--- src/rtl/block_coord_scan_pkg.sv ---
// Shared definitions for the block coordinate scanner: state encoding,
// default coordinate width and signed saturation limits at that width.
package coord_pkg;

  localparam int COORD_W_DEFAULT = 8;

  localparam logic [1:0] STATE_IDLE = 2'd0;
  localparam logic [1:0] STATE_RUN  = 2'd1;
  localparam logic [1:0] STATE_FIN  = 2'd2;

  typedef enum logic [1:0] {
    IDLE = STATE_IDLE,
    RUN  = STATE_RUN,
    FIN  = STATE_FIN
  } scan_state_t;

  localparam logic signed [COORD_W_DEFAULT-1:0] SAT_MAX_DEFAULT = {1'b0, {(COORD_W_DEFAULT-1){1'b1}}};
  localparam logic signed [COORD_W_DEFAULT-1:0] SAT_MIN_DEFAULT = {1'b1, {(COORD_W_DEFAULT-1){1'b0}}};

endpackage

--- src/rtl/block_coord_scan_if.sv ---
// Handshake bundle between the block controller / scanner and the
// reference-pixel fetch stage. OFFSET_X/OFFSET_Y exist only when
// COORD_OFFSET_EN is defined.
interface block_coord_scan_if #(
  parameter int COORD_W = 8
);

  logic                      START;
  logic signed [COORD_W-1:0] ORIGIN_X;
  logic signed [COORD_W-1:0] ORIGIN_Y;
  logic                      READY;
  logic signed [COORD_W-1:0] COORD_X;
  logic signed [COORD_W-1:0] COORD_Y;
  logic                      VALID;
  logic                      LAST;
  logic                      BUSY;
  logic                      DONE;
`ifdef COORD_OFFSET_EN
  logic signed [COORD_W-1:0] OFFSET_X;
  logic signed [COORD_W-1:0] OFFSET_Y;
`endif

  // Scanner side: produces coordinates.
  modport master (
`ifdef COORD_OFFSET_EN
    input  OFFSET_X, OFFSET_Y,
`endif
    input  START, ORIGIN_X, ORIGIN_Y, READY,
    output COORD_X, COORD_Y, VALID, LAST, BUSY, DONE
  );

  // Controller / consumer side.
  modport slave (
`ifdef COORD_OFFSET_EN
    output OFFSET_X, OFFSET_Y,
`endif
    output START, ORIGIN_X, ORIGIN_Y, READY,
    input  COORD_X, COORD_Y, VALID, LAST, BUSY, DONE
  );

endinterface

--- src/rtl/block_coord_scan_sat_add.sv ---
// Signed two's complement adder that clamps to the representable range
// instead of wrapping. Used to apply the motion-vector offset.
module coord_sat_add
  import coord_pkg::*;
#(
  parameter int COORD_W = COORD_W_DEFAULT
) (
  input  logic signed [COORD_W-1:0] addend_a,
  input  logic signed [COORD_W-1:0] addend_b,
  output logic signed [COORD_W-1:0] sum
);

  localparam logic signed [COORD_W-1:0] MAX_V = {1'b0, {(COORD_W-1){1'b1}}};
  localparam logic signed [COORD_W-1:0] MIN_V = {1'b1, {(COORD_W-1){1'b0}}};

  logic [COORD_W:0] wide_sum;

  // One guard bit detects overflow; the guard bit's sign picks the clamp direction.
  always_comb begin
    wide_sum = {addend_a[COORD_W-1], addend_a} + {addend_b[COORD_W-1], addend_b};
    if (wide_sum[COORD_W] != wide_sum[COORD_W-1]) begin
      sum = wide_sum[COORD_W] ? MIN_V : MAX_V;
    end else begin
      sum = wide_sum[COORD_W-1:0];
    end
  end

endmodule

--- src/rtl/block_coord_scan.sv ---
// Raster-order block origin generator. After START it walks NUM_COLS x
// NUM_ROWS blocks and presents each block's signed upper-left coordinate
// on a VALID/READY handshake, then pulses DONE for one cycle.
// Optional feature macro: COORD_OFFSET_EN (adds saturating offset).
module block_coord_scan
  import coord_pkg::*;
#(
  parameter int COORD_W  = COORD_W_DEFAULT,
  parameter int BLK_W    = 8,
  parameter int BLK_H    = 8,
  parameter int NUM_COLS = 4,
  parameter int NUM_ROWS = 4
) (
  input logic             CLK,
  input logic             RST_SYNC,
  block_coord_scan_if.master bus
);

  localparam int COL_W = (NUM_COLS > 1) ? $clog2(NUM_COLS) : 1;
  localparam int ROW_W = (NUM_ROWS > 1) ? $clog2(NUM_ROWS) : 1;

  localparam logic [COL_W-1:0] COL_LAST = COL_W'(NUM_COLS - 1);
  localparam logic [ROW_W-1:0] ROW_LAST = ROW_W'(NUM_ROWS - 1);

  localparam logic signed [COORD_W-1:0] STEP_X = COORD_W'(BLK_W);
  localparam logic signed [COORD_W-1:0] STEP_Y = COORD_W'(BLK_H);

  scan_state_t               state;
  logic [COL_W-1:0]          col;
  logic [ROW_W-1:0]          row;
  logic signed [COORD_W-1:0] origin_x;
  logic signed [COORD_W-1:0] scan_x;
  logic signed [COORD_W-1:0] scan_y;
  logic                      valid_q;
  logic                      last_q;
  logic                      busy_q;
  logic                      done_q;

  logic                      transfer;
  logic                      load;
  logic [COL_W-1:0]          next_col;
  logic [ROW_W-1:0]          next_row;
  logic signed [COORD_W-1:0] next_x;
  logic signed [COORD_W-1:0] next_y;
  logic                      next_last;

  assign transfer = valid_q & bus.READY;

  // Work out the coordinate to load next: the region origin on START, or
  // the raster successor of the current block when it is accepted and is
  // not the final one.
  always_comb begin
    load     = 1'b0;
    next_col = col;
    next_row = row;
    next_x   = scan_x;
    next_y   = scan_y;
    if (state == IDLE && bus.START) begin
      load     = 1'b1;
      next_col = '0;
      next_row = '0;
      next_x   = bus.ORIGIN_X;
      next_y   = bus.ORIGIN_Y;
    end else if (state == RUN && transfer && !last_q) begin
      load = 1'b1;
      if (col != COL_LAST) begin
        next_col = col + COL_W'(1);
        next_x   = scan_x + STEP_X;
      end else begin
        next_col = '0;
        next_row = row + ROW_W'(1);
        next_x   = origin_x;
        next_y   = scan_y + STEP_Y;
      end
    end
    next_last = (next_col == COL_LAST) && (next_row == ROW_LAST);
  end

`ifdef COORD_OFFSET_EN
  logic signed [COORD_W-1:0] offset_x_sum;
  logic signed [COORD_W-1:0] offset_y_sum;
  logic signed [COORD_W-1:0] out_x;
  logic signed [COORD_W-1:0] out_y;

  coord_sat_add #(.COORD_W(COORD_W)) u_sat_x (
    .addend_a (next_x),
    .addend_b (bus.OFFSET_X),
    .sum      (offset_x_sum)
  );

  coord_sat_add #(.COORD_W(COORD_W)) u_sat_y (
    .addend_a (next_y),
    .addend_b (bus.OFFSET_Y),
    .sum      (offset_y_sum)
  );

  assign bus.COORD_X = out_x;
  assign bus.COORD_Y = out_y;
`else
  assign bus.COORD_X = scan_x;
  assign bus.COORD_Y = scan_y;
`endif

  assign bus.VALID = valid_q;
  assign bus.LAST  = last_q;
  assign bus.BUSY  = busy_q;
  assign bus.DONE  = done_q;

  // Scan FSM plus coordinate/counter registers; reset overrides everything.
  always_ff @(posedge CLK) begin
    if (RST_SYNC) begin
      state    <= IDLE;
      col      <= '0;
      row      <= '0;
      origin_x <= '0;
      scan_x   <= '0;
      scan_y   <= '0;
      valid_q  <= 1'b0;
      last_q   <= 1'b0;
      busy_q   <= 1'b0;
      done_q   <= 1'b0;
`ifdef COORD_OFFSET_EN
      out_x    <= '0;
      out_y    <= '0;
`endif
    end else begin
      case (state)
        IDLE: begin
          done_q <= 1'b0;
          if (bus.START) begin
            state    <= RUN;
            origin_x <= bus.ORIGIN_X;
            valid_q  <= 1'b1;
            busy_q   <= 1'b1;
          end
        end
        RUN: begin
          if (transfer && last_q) begin
            state   <= FIN;
            valid_q <= 1'b0;
            last_q  <= 1'b0;
            busy_q  <= 1'b0;
            done_q  <= 1'b1;
          end
        end
        FIN: begin
          done_q <= 1'b0;
          state  <= IDLE;
        end
        default: begin
          state   <= IDLE;
          valid_q <= 1'b0;
          last_q  <= 1'b0;
          busy_q  <= 1'b0;
          done_q  <= 1'b0;
        end
      endcase

      if (load) begin
        col    <= next_col;
        row    <= next_row;
        scan_x <= next_x;
        scan_y <= next_y;
        last_q <= next_last;
`ifdef COORD_OFFSET_EN
        out_x  <= offset_x_sum;
        out_y  <= offset_y_sum;
`endif
      end
    end
  end

endmodule

--- src/flat_wrapper.sv ---
// flat-port wrapper written by rule: the top's interface ports become plain ports
module block_coord_scan_flat import coord_pkg::*;
#(
  parameter int COORD_W  = COORD_W_DEFAULT,
  parameter int BLK_W    = 8,
  parameter int BLK_H    = 8,
  parameter int NUM_COLS = 4,
  parameter int NUM_ROWS = 4
)
  (CLK, RST_SYNC, bus_START, bus_ORIGIN_X, bus_ORIGIN_Y, bus_READY, bus_COORD_X, bus_COORD_Y, bus_VALID, bus_LAST, bus_BUSY, bus_DONE);
  block_coord_scan_if #(.COORD_W(COORD_W)) bus_i ();
  input logic CLK;
  input logic RST_SYNC;
  input wire logic [$bits(bus_i.START)-1:0] bus_START;
  input wire logic [$bits(bus_i.ORIGIN_X)-1:0] bus_ORIGIN_X;
  input wire logic [$bits(bus_i.ORIGIN_Y)-1:0] bus_ORIGIN_Y;
  input wire logic [$bits(bus_i.READY)-1:0] bus_READY;
  output wire logic [$bits(bus_i.COORD_X)-1:0] bus_COORD_X;
  output wire logic [$bits(bus_i.COORD_Y)-1:0] bus_COORD_Y;
  output wire logic [$bits(bus_i.VALID)-1:0] bus_VALID;
  output wire logic [$bits(bus_i.LAST)-1:0] bus_LAST;
  output wire logic [$bits(bus_i.BUSY)-1:0] bus_BUSY;
  output wire logic [$bits(bus_i.DONE)-1:0] bus_DONE;
  assign bus_i.START = bus_START;
  assign bus_i.ORIGIN_X = bus_ORIGIN_X;
  assign bus_i.ORIGIN_Y = bus_ORIGIN_Y;
  assign bus_i.READY = bus_READY;
  assign bus_COORD_X = bus_i.COORD_X;
  assign bus_COORD_Y = bus_i.COORD_Y;
  assign bus_VALID = bus_i.VALID;
  assign bus_LAST = bus_i.LAST;
  assign bus_BUSY = bus_i.BUSY;
  assign bus_DONE = bus_i.DONE;
  block_coord_scan #(.COORD_W(COORD_W), .BLK_W(BLK_W), .BLK_H(BLK_H), .NUM_COLS(NUM_COLS), .NUM_ROWS(NUM_ROWS)) u_core (.CLK(CLK), .RST_SYNC(RST_SYNC), .bus(bus_i));
endmodule
--- config.mk ---
export PLATFORM = sky130hd
export DESIGN_NAME = block_coord_scan_flat
export DESIGN_NICKNAME = d
export VERILOG_FILES = /design/src/rtl/block_coord_scan_pkg.sv /design/src/rtl/block_coord_scan_if.sv /design/src/rtl/block_coord_scan_sat_add.sv /design/src/rtl/block_coord_scan.sv /design/src/flat_wrapper.sv
export SDC_FILE = /design/constraint.sdc
export NUM_CORES = 1
export LEC_CHECK = 0
export CORE_UTILIZATION = 43
export CTS_CLUSTER_SIZE = 16
export DETAILED_ROUTE_END_ITERATION = 16
export GPL_TIMING_DRIVEN = 0
export HOLD_SLACK_MARGIN = 0.06
export PLACE_DENSITY = 0.74
export SLEW_MARGIN = 20
export SYNTH_ARGS = -nofsm -noshare
export SYNTH_HDL_FRONTEND = slang
export SYNTH_SLANG_ARGS = --single-unit
--- constraint.sdc ---
create_clock -name CLK -period 1.4 [get_ports CLK]
set_input_delay 0.14 -clock CLK [delete_from_list [all_inputs] [get_ports CLK]]
set_output_delay 0.14 -clock CLK [all_outputs]
set_load 0.05 [all_outputs]
Yosys cells after proc, flatten, opt, wreduce, memory -nomap -nowiden
Index checks and enable logic that the tools add are counted.
W data, S select, Z words.
{"block": "totals", "ff_bits": 33, "inputBits": 20, "out_inout_bits": 20}
{"block": "op_classes", "eq_ne": 10, "bitwise_logic": 3, "addsub": 4, "reduce_logical": 16, "mux": 22}
{"operator": "$mux W8", "n": 6}
{"operator": "$add A8 B5 Y8 const B", "n": 2}
{"operator": "$mux W2", "n": 8}
{"operator": "$reduce_and A2 Y1", "n": 4}
{"operator": "$eq A2 B2 Y1 const B", "n": 3}
{"operator": "$ne A2 B2 Y1 const B", "n": 3}
{"operator": "$reduce_and A3 Y1", "n": 2}
{"operator": "$logic_and A1 B1 Y1", "n": 5}
{"operator": "$mux W1", "n": 5}
{"operator": "$add A2 B1 Y2 const B", "n": 2}
{"operator": "$ne A2 B1 Y1 const B", "n": 2}
{"operator": "$pmux W2 S2", "n": 1}
{"operator": "$reduce_or A2 Y1", "n": 2}
{"operator": "$ne A3 B2 Y1 const B", "n": 1}
{"operator": "$pmux W1 S3", "n": 1}
{"operator": "$eq A2 B1 Y1 const B", "n": 1}
{"operator": "$logic_not A2 Y1", "n": 1}
{"operator": "$not A1 Y1", "n": 2}
{"operator": "$pmux W1 S2", "n": 1}
{"operator": "$reduce_bool A2 Y1", "n": 1}
{"operator": "$and A1 B1 Y1", "n": 1}
{"operator": "$logic_not A1 Y1", "n": 1}

Longest topological paths before layout
{"block": "logic_depth", "word_depth": 8, "ltp_mapped": 7}

Worst setup path before layout
No wires, ideal clock.
{"block": "synth_timing", "path_type": "reg-to-reg", "start": "register u_core.valid_q, in the netlist u_core.bus.VALID", "end": "register u_core.last_q, in the netlist u_core.bus.LAST", "setup_slack_ns": -0.424, "synth_period_minus_slack_ns": 1.824, "stages_incl_launch_ff": 6, "required_ns": 1.316, "setup_ns": 0.084, "arrival_time_ns": 1.740, "path_cell_list": "dfxtp_1 > and4bb_1 > buf_6 > nand2_1 > or3_1 > o31ai_2"}
{"block": "synth_via", "elab_chain_cells": 8}
{"element": "from (decl)", "line_no": "block_coord_scan.sv:34", "text": "logic valid_q;"}
{"element": "from (signal assigned)", "line_no": "block_coord_scan.sv:118", "text": "valid_q <= 1'b0;"}
{"element": "from (signal assigned)", "line_no": "block_coord_scan.sv:133", "text": "valid_q <= 1'b1;"}
{"element": "from (signal assigned)", "line_no": "block_coord_scan.sv:140", "text": "valid_q <= 1'b0;"}
{"element": "$and A1 B1 Y1 *", "line_no": "block_coord_scan.sv:47", "text": "assign transfer = valid_q & bus.READY;"}
{"element": "$logic_and A1 B1 Y1 (2 in a row)", "line_no": "block_coord_scan.sv:64", "text": "end else if (state == RUN && transfer && !last_q) begin"}
{"element": "$mux W2", "line_no": "block_coord_scan.sv:64"}
{"element": "$mux W2", "line_no": "block_coord_scan.sv:58", "text": "if (state == IDLE && bus.START) begin"}
{"element": "$eq A2 B2 Y1", "line_no": "block_coord_scan.sv:76", "text": "next_last = (next_col == COL_LAST) && (next_row == ROW_LAST);"}
{"element": "$logic_and A1 B1 Y1", "line_no": "block_coord_scan.sv:76"}
{"element": "$mux W1", "line_no": "block_coord_scan.sv:159", "text": "if (load) begin"}
{"element": "to (signal assigned)", "line_no": "block_coord_scan.sv:164", "text": "last_q <= next_last;"}
{"element": "to (decl)", "line_no": "block_coord_scan.sv:35", "text": "logic last_q;"}
Mark *: on every way between the ends. The rest lies on a longest branch, timed or not.
A chain may end at the register's enable or synchronous reset.

Worst setup path after layout
{"block": "layout_timing", "start": "register u_core.last_q, in the netlist u_core.bus.LAST", "end": "register u_core.scan_y[7], in the netlist u_core.bus.COORD_Y[7]"}
{"block": "layout_via", "elab_chain_cells": 5}
{"element": "$logic_not A1 Y1 *", "line_no": "block_coord_scan.sv:64"}
{"element": "$logic_and A1 B1 Y1 *", "line_no": "block_coord_scan.sv:64"}
{"element": "$mux W1", "line_no": "block_coord_scan.sv:64"}
{"element": "$mux W1", "line_no": "block_coord_scan.sv:58"}
{"element": "$reduce_and A3 Y1 (no line) *"}
{"element": "to (signal assigned)", "line_no": "block_coord_scan.sv:163", "text": "scan_y <= next_y;"}
{"element": "to (decl)", "line_no": "block_coord_scan.sv:33", "text": "logic signed [COORD_W-1:0] scan_y;"}
Marks and branches as above.

==> run metrics <==
status=finished with violations; failing checks=negative setup slack; GRT overflow=0; Max VDD drop=0.667 mV; ys async rst share=0%; Final setup viols=5; CTS tree=built; leakage power total=0.930 nW; XOR/XNOR Fraction of Synth Area=3.98%; routability cong.=0.809; latest clock arrival within the worst-skew pair=0.34 ns; io pins=40; cts bufs inserted=5; Final Cell Area=2280 um^2; largest net degree at the start of global routing=11; period utilization=104%; Slew headroom=63.0%; Area Overhead vs Synth=48.2%; Die Y=61.9 um; vias=1518; Hold Crit Class=primary input to flop; total core area=3390 um^2; Power Density=923 nW/um^2; CP Class=flop to flop; Max-Cap Viols=0; drc violations=0; final hold vios=0; Post-Synth Simple-Gate Area=23.5%; post-layout net count=266; CTS Sinks=33; CTS hold repair buffers=0; Synth Cell Area=1540 um^2; DR WL met2=1810 um; final WL=3930 um; vias in the first global route=1282; area fraction in compound gates after synthesis=19.1%; post-synthesis mux area share=1.95%; number of flops mapped to enable cells by yosys=0; initial antenna violation count=0; Total Power=0.00211 W; delay-heaviest family, CP=simple AND/OR/NAND/NOR gates; post-route ant nets=0; first-pass GRT wire length=6220 um; DR top layer=met4; fillcell total=268; Die Wd=61.9 um; DP HPWL=2530 um; clock slew at reported path FFs=0.10 ns; IO Port Bufs=37; DRT iter0 DRCs=84; Buf/Inv on CP=1; Vias/cell=5.25; WL met3=195 um; Worst setup SP type=flop; YS warnings=0; Fmax=689 MHz; htree depth=2; Final Skew=0.00813 ns; final worst setup slack=-0.0503 ns; Crit-path slowest cell=dfxtp_4; Post-Route Utilization=67.4%; clock root buffer=clkbuf_4; Detailed Routing Iterations Pass 1=4; Site Rows=21; DP Area=2010 um^2; Initial Util=45.5%; post-synth net total=207; largest family of logic cells by synthesized area=simple AND/OR/NAND/NOR gates; crit path cell chain=and4bb_1 > buf_6 > nand3_4 > or3_1 > a31oi_1; gr usage total=23.1%; Seq/Total Area, Yosys=42.9%; RSZ-0062 raised after global routing=true; max incr delay on CP=0.36 ns; share of post-route cells with drive strength above 1=27.6%; Least-Margin Pin Slew=0.555 ns; CP Max Fanout=8; met1 WL=1860 um; max-slew violations=0; post-synthesis cell count=183; diode count=0; mean post-synth cell area=8.42 um^2; required time of the critical path=1.68 ns; crit path capture type=flop; Data arrival, critical path=1.74 ns; fin crit period=1.45 ns; post-synthesis cell type count=33; #FFs+latches synth=33; WL per Instance=13.6 um; Post-synth top flop=dfxtp_1; adder-cell share of the synthesized area=3.25%; Die ar.=3830 um^2; CTS Buffer Depth=2
==> synth_stat cells (all sizes together), types with 2 or more instances <==
master   count  area share (%)
nand3b       2            0.97
nand2       31             7.5
buf          6             3.0
or3          3             1.2
xor2         7             4.0
a211oi       2            0.97
nor2        22             5.4
and3         3             1.2
clkbuf       7             1.7
mux2i        3             1.9
o21ai        7             2.3
a21oi       19             6.2
inv          3            0.73
ha           4             3.2
dfxtp       33              43
a311oi       2             1.1
nand3        8             2.9
o211a        4             2.6
and2         2            0.97
a2111oi      5             3.7
nand4        4             1.6
==> flip-flops by register name (all words and copies together), names as in the netlist <==
| name | flops |
|---|---|
| u_core.bus.VALID | 1 |
| u_core.origin_x | 8 |
| u_core.bus.COORD_Y | 8 |
| u_core.row | 2 |
| u_core.state | 2 |
| u_core.bus.COORD_X | 8 |
| u_core.bus.LAST | 1 |
| u_core.bus.DONE | 1 |
| u_core.col | 2 |
==> layer usage <==
layer  GRT usage [%]  vias to the layer above
met1            30.5                      702
met4            10.5                        0
li1                -                      762
met5               0                        -
met3            7.04                        7
met2            34.4                       47
==> stage by stage <==
stage          worst slack, ns  hold WS [ns]  TNS [ns]  std cells
2_1_floorplan          -0.0384         0.276    -0.127        183
3_3_place_gp            -0.536         0.443    -10.17        266
3_5_place_dp            -0.542         0.450    -10.26        266
4_1_cts                -0.0545         0.253    -0.165        285
5_1_grt                 -0.108         0.257    -0.842        289
6_report               -0.0503         0.266    -0.147        289
==> final timing paths <==
check	from	endpoint	slack, ns	cells after the start
worst max-delay path	u_core.bus.LAST$_SDFFE_PP0P_	u_core.bus.COORD_Y[7]$_SDFFE_PP0P_	-0.05	5
worst min-delay path	bus_READY	u_core.col[0]$_SDFFE_PP0P_	0.27	4
worst max register to register	u_core.bus.LAST$_SDFFE_PP0P_	u_core.bus.COORD_Y[7]$_SDFFE_PP0P_	-0.05	5
worst min register to register	u_core.bus.COORD_Y[1]$_SDFFE_PP0P_	u_core.bus.COORD_Y[1]$_SDFFE_PP0P_	0.46	2
==> worst min-delay path, cell delays in order <==
cell,delay (ns)
buf_2,0.19
nand2_8,0.10
or3_1,0.09
a21oi_1,0.05
==> area by class of cell <==
class	count	area [um^2]	area share [%]
buffer	11	86.3	3.78
clock buffer	8	58.8	2.57
inverter	3	11.3	0.493
multi-input combinational	134	901	39.4
sequential	33	692	30.3
tap	46	57.6	2.52
timing repair buffer	54	478	20.9
==> logic make-up after synthesis <==
kind of cell	count (synthesis)
compound gates	43
xor+xnor	7
fa+ha+maj	4
buf+inv	16
flops	33
mux	3
simple gates	77
==> cells in the final DEF (no fill, tap or decap), types with 2 or more instances in the layout <==
master and count:
nand2_1 30, nor2_1 22, dfxtp_1 20, a21oi_1 19
clkdlybuf4s50_1 17, buf_4 14, clkbuf_2 8, buf_6 7
dfxtp_2 7, clkbuf_4 6, xor2_1 6, nand3_1 6
clkdlybuf4s15_1 6, dfxtp_4 6, o21ai_0 5, o211a_1 4
clkbuf_1 4, nand4_1 4, dlygate4sd2_1 4, inv_1 3
mux2i_1 3, and3_1 3, nand3b_1 2, or3_1 2
clkbuf_8 2, a2111oi_4 2, a2111oi_0 2, o21ai_1 2
a211oi_1 2, ha_1 2, clkdlybuf4s15_2 2
==> power by group <==
| part | total [W] | leakage, nW | switching, W | internal [W] |
|---|---|---|---|---|
| registers | 0.00103 | 0.278 | 0.0000451 | 0.000990 |
| clock network | 0.000574 | 0.0326 | 0.000327 | 0.000248 |
| logic | 0.000501 | 0.620 | 0.000301 | 0.000199 |
==> timing repair <==
item	CTS	global route
buffers inserted	12	5
pin swaps	4	10
endpoints found under the hold margin	0	0
resized for setup	47	43
endpoints found under the setup margin	46	41
(Power assumes the default switching activity.)
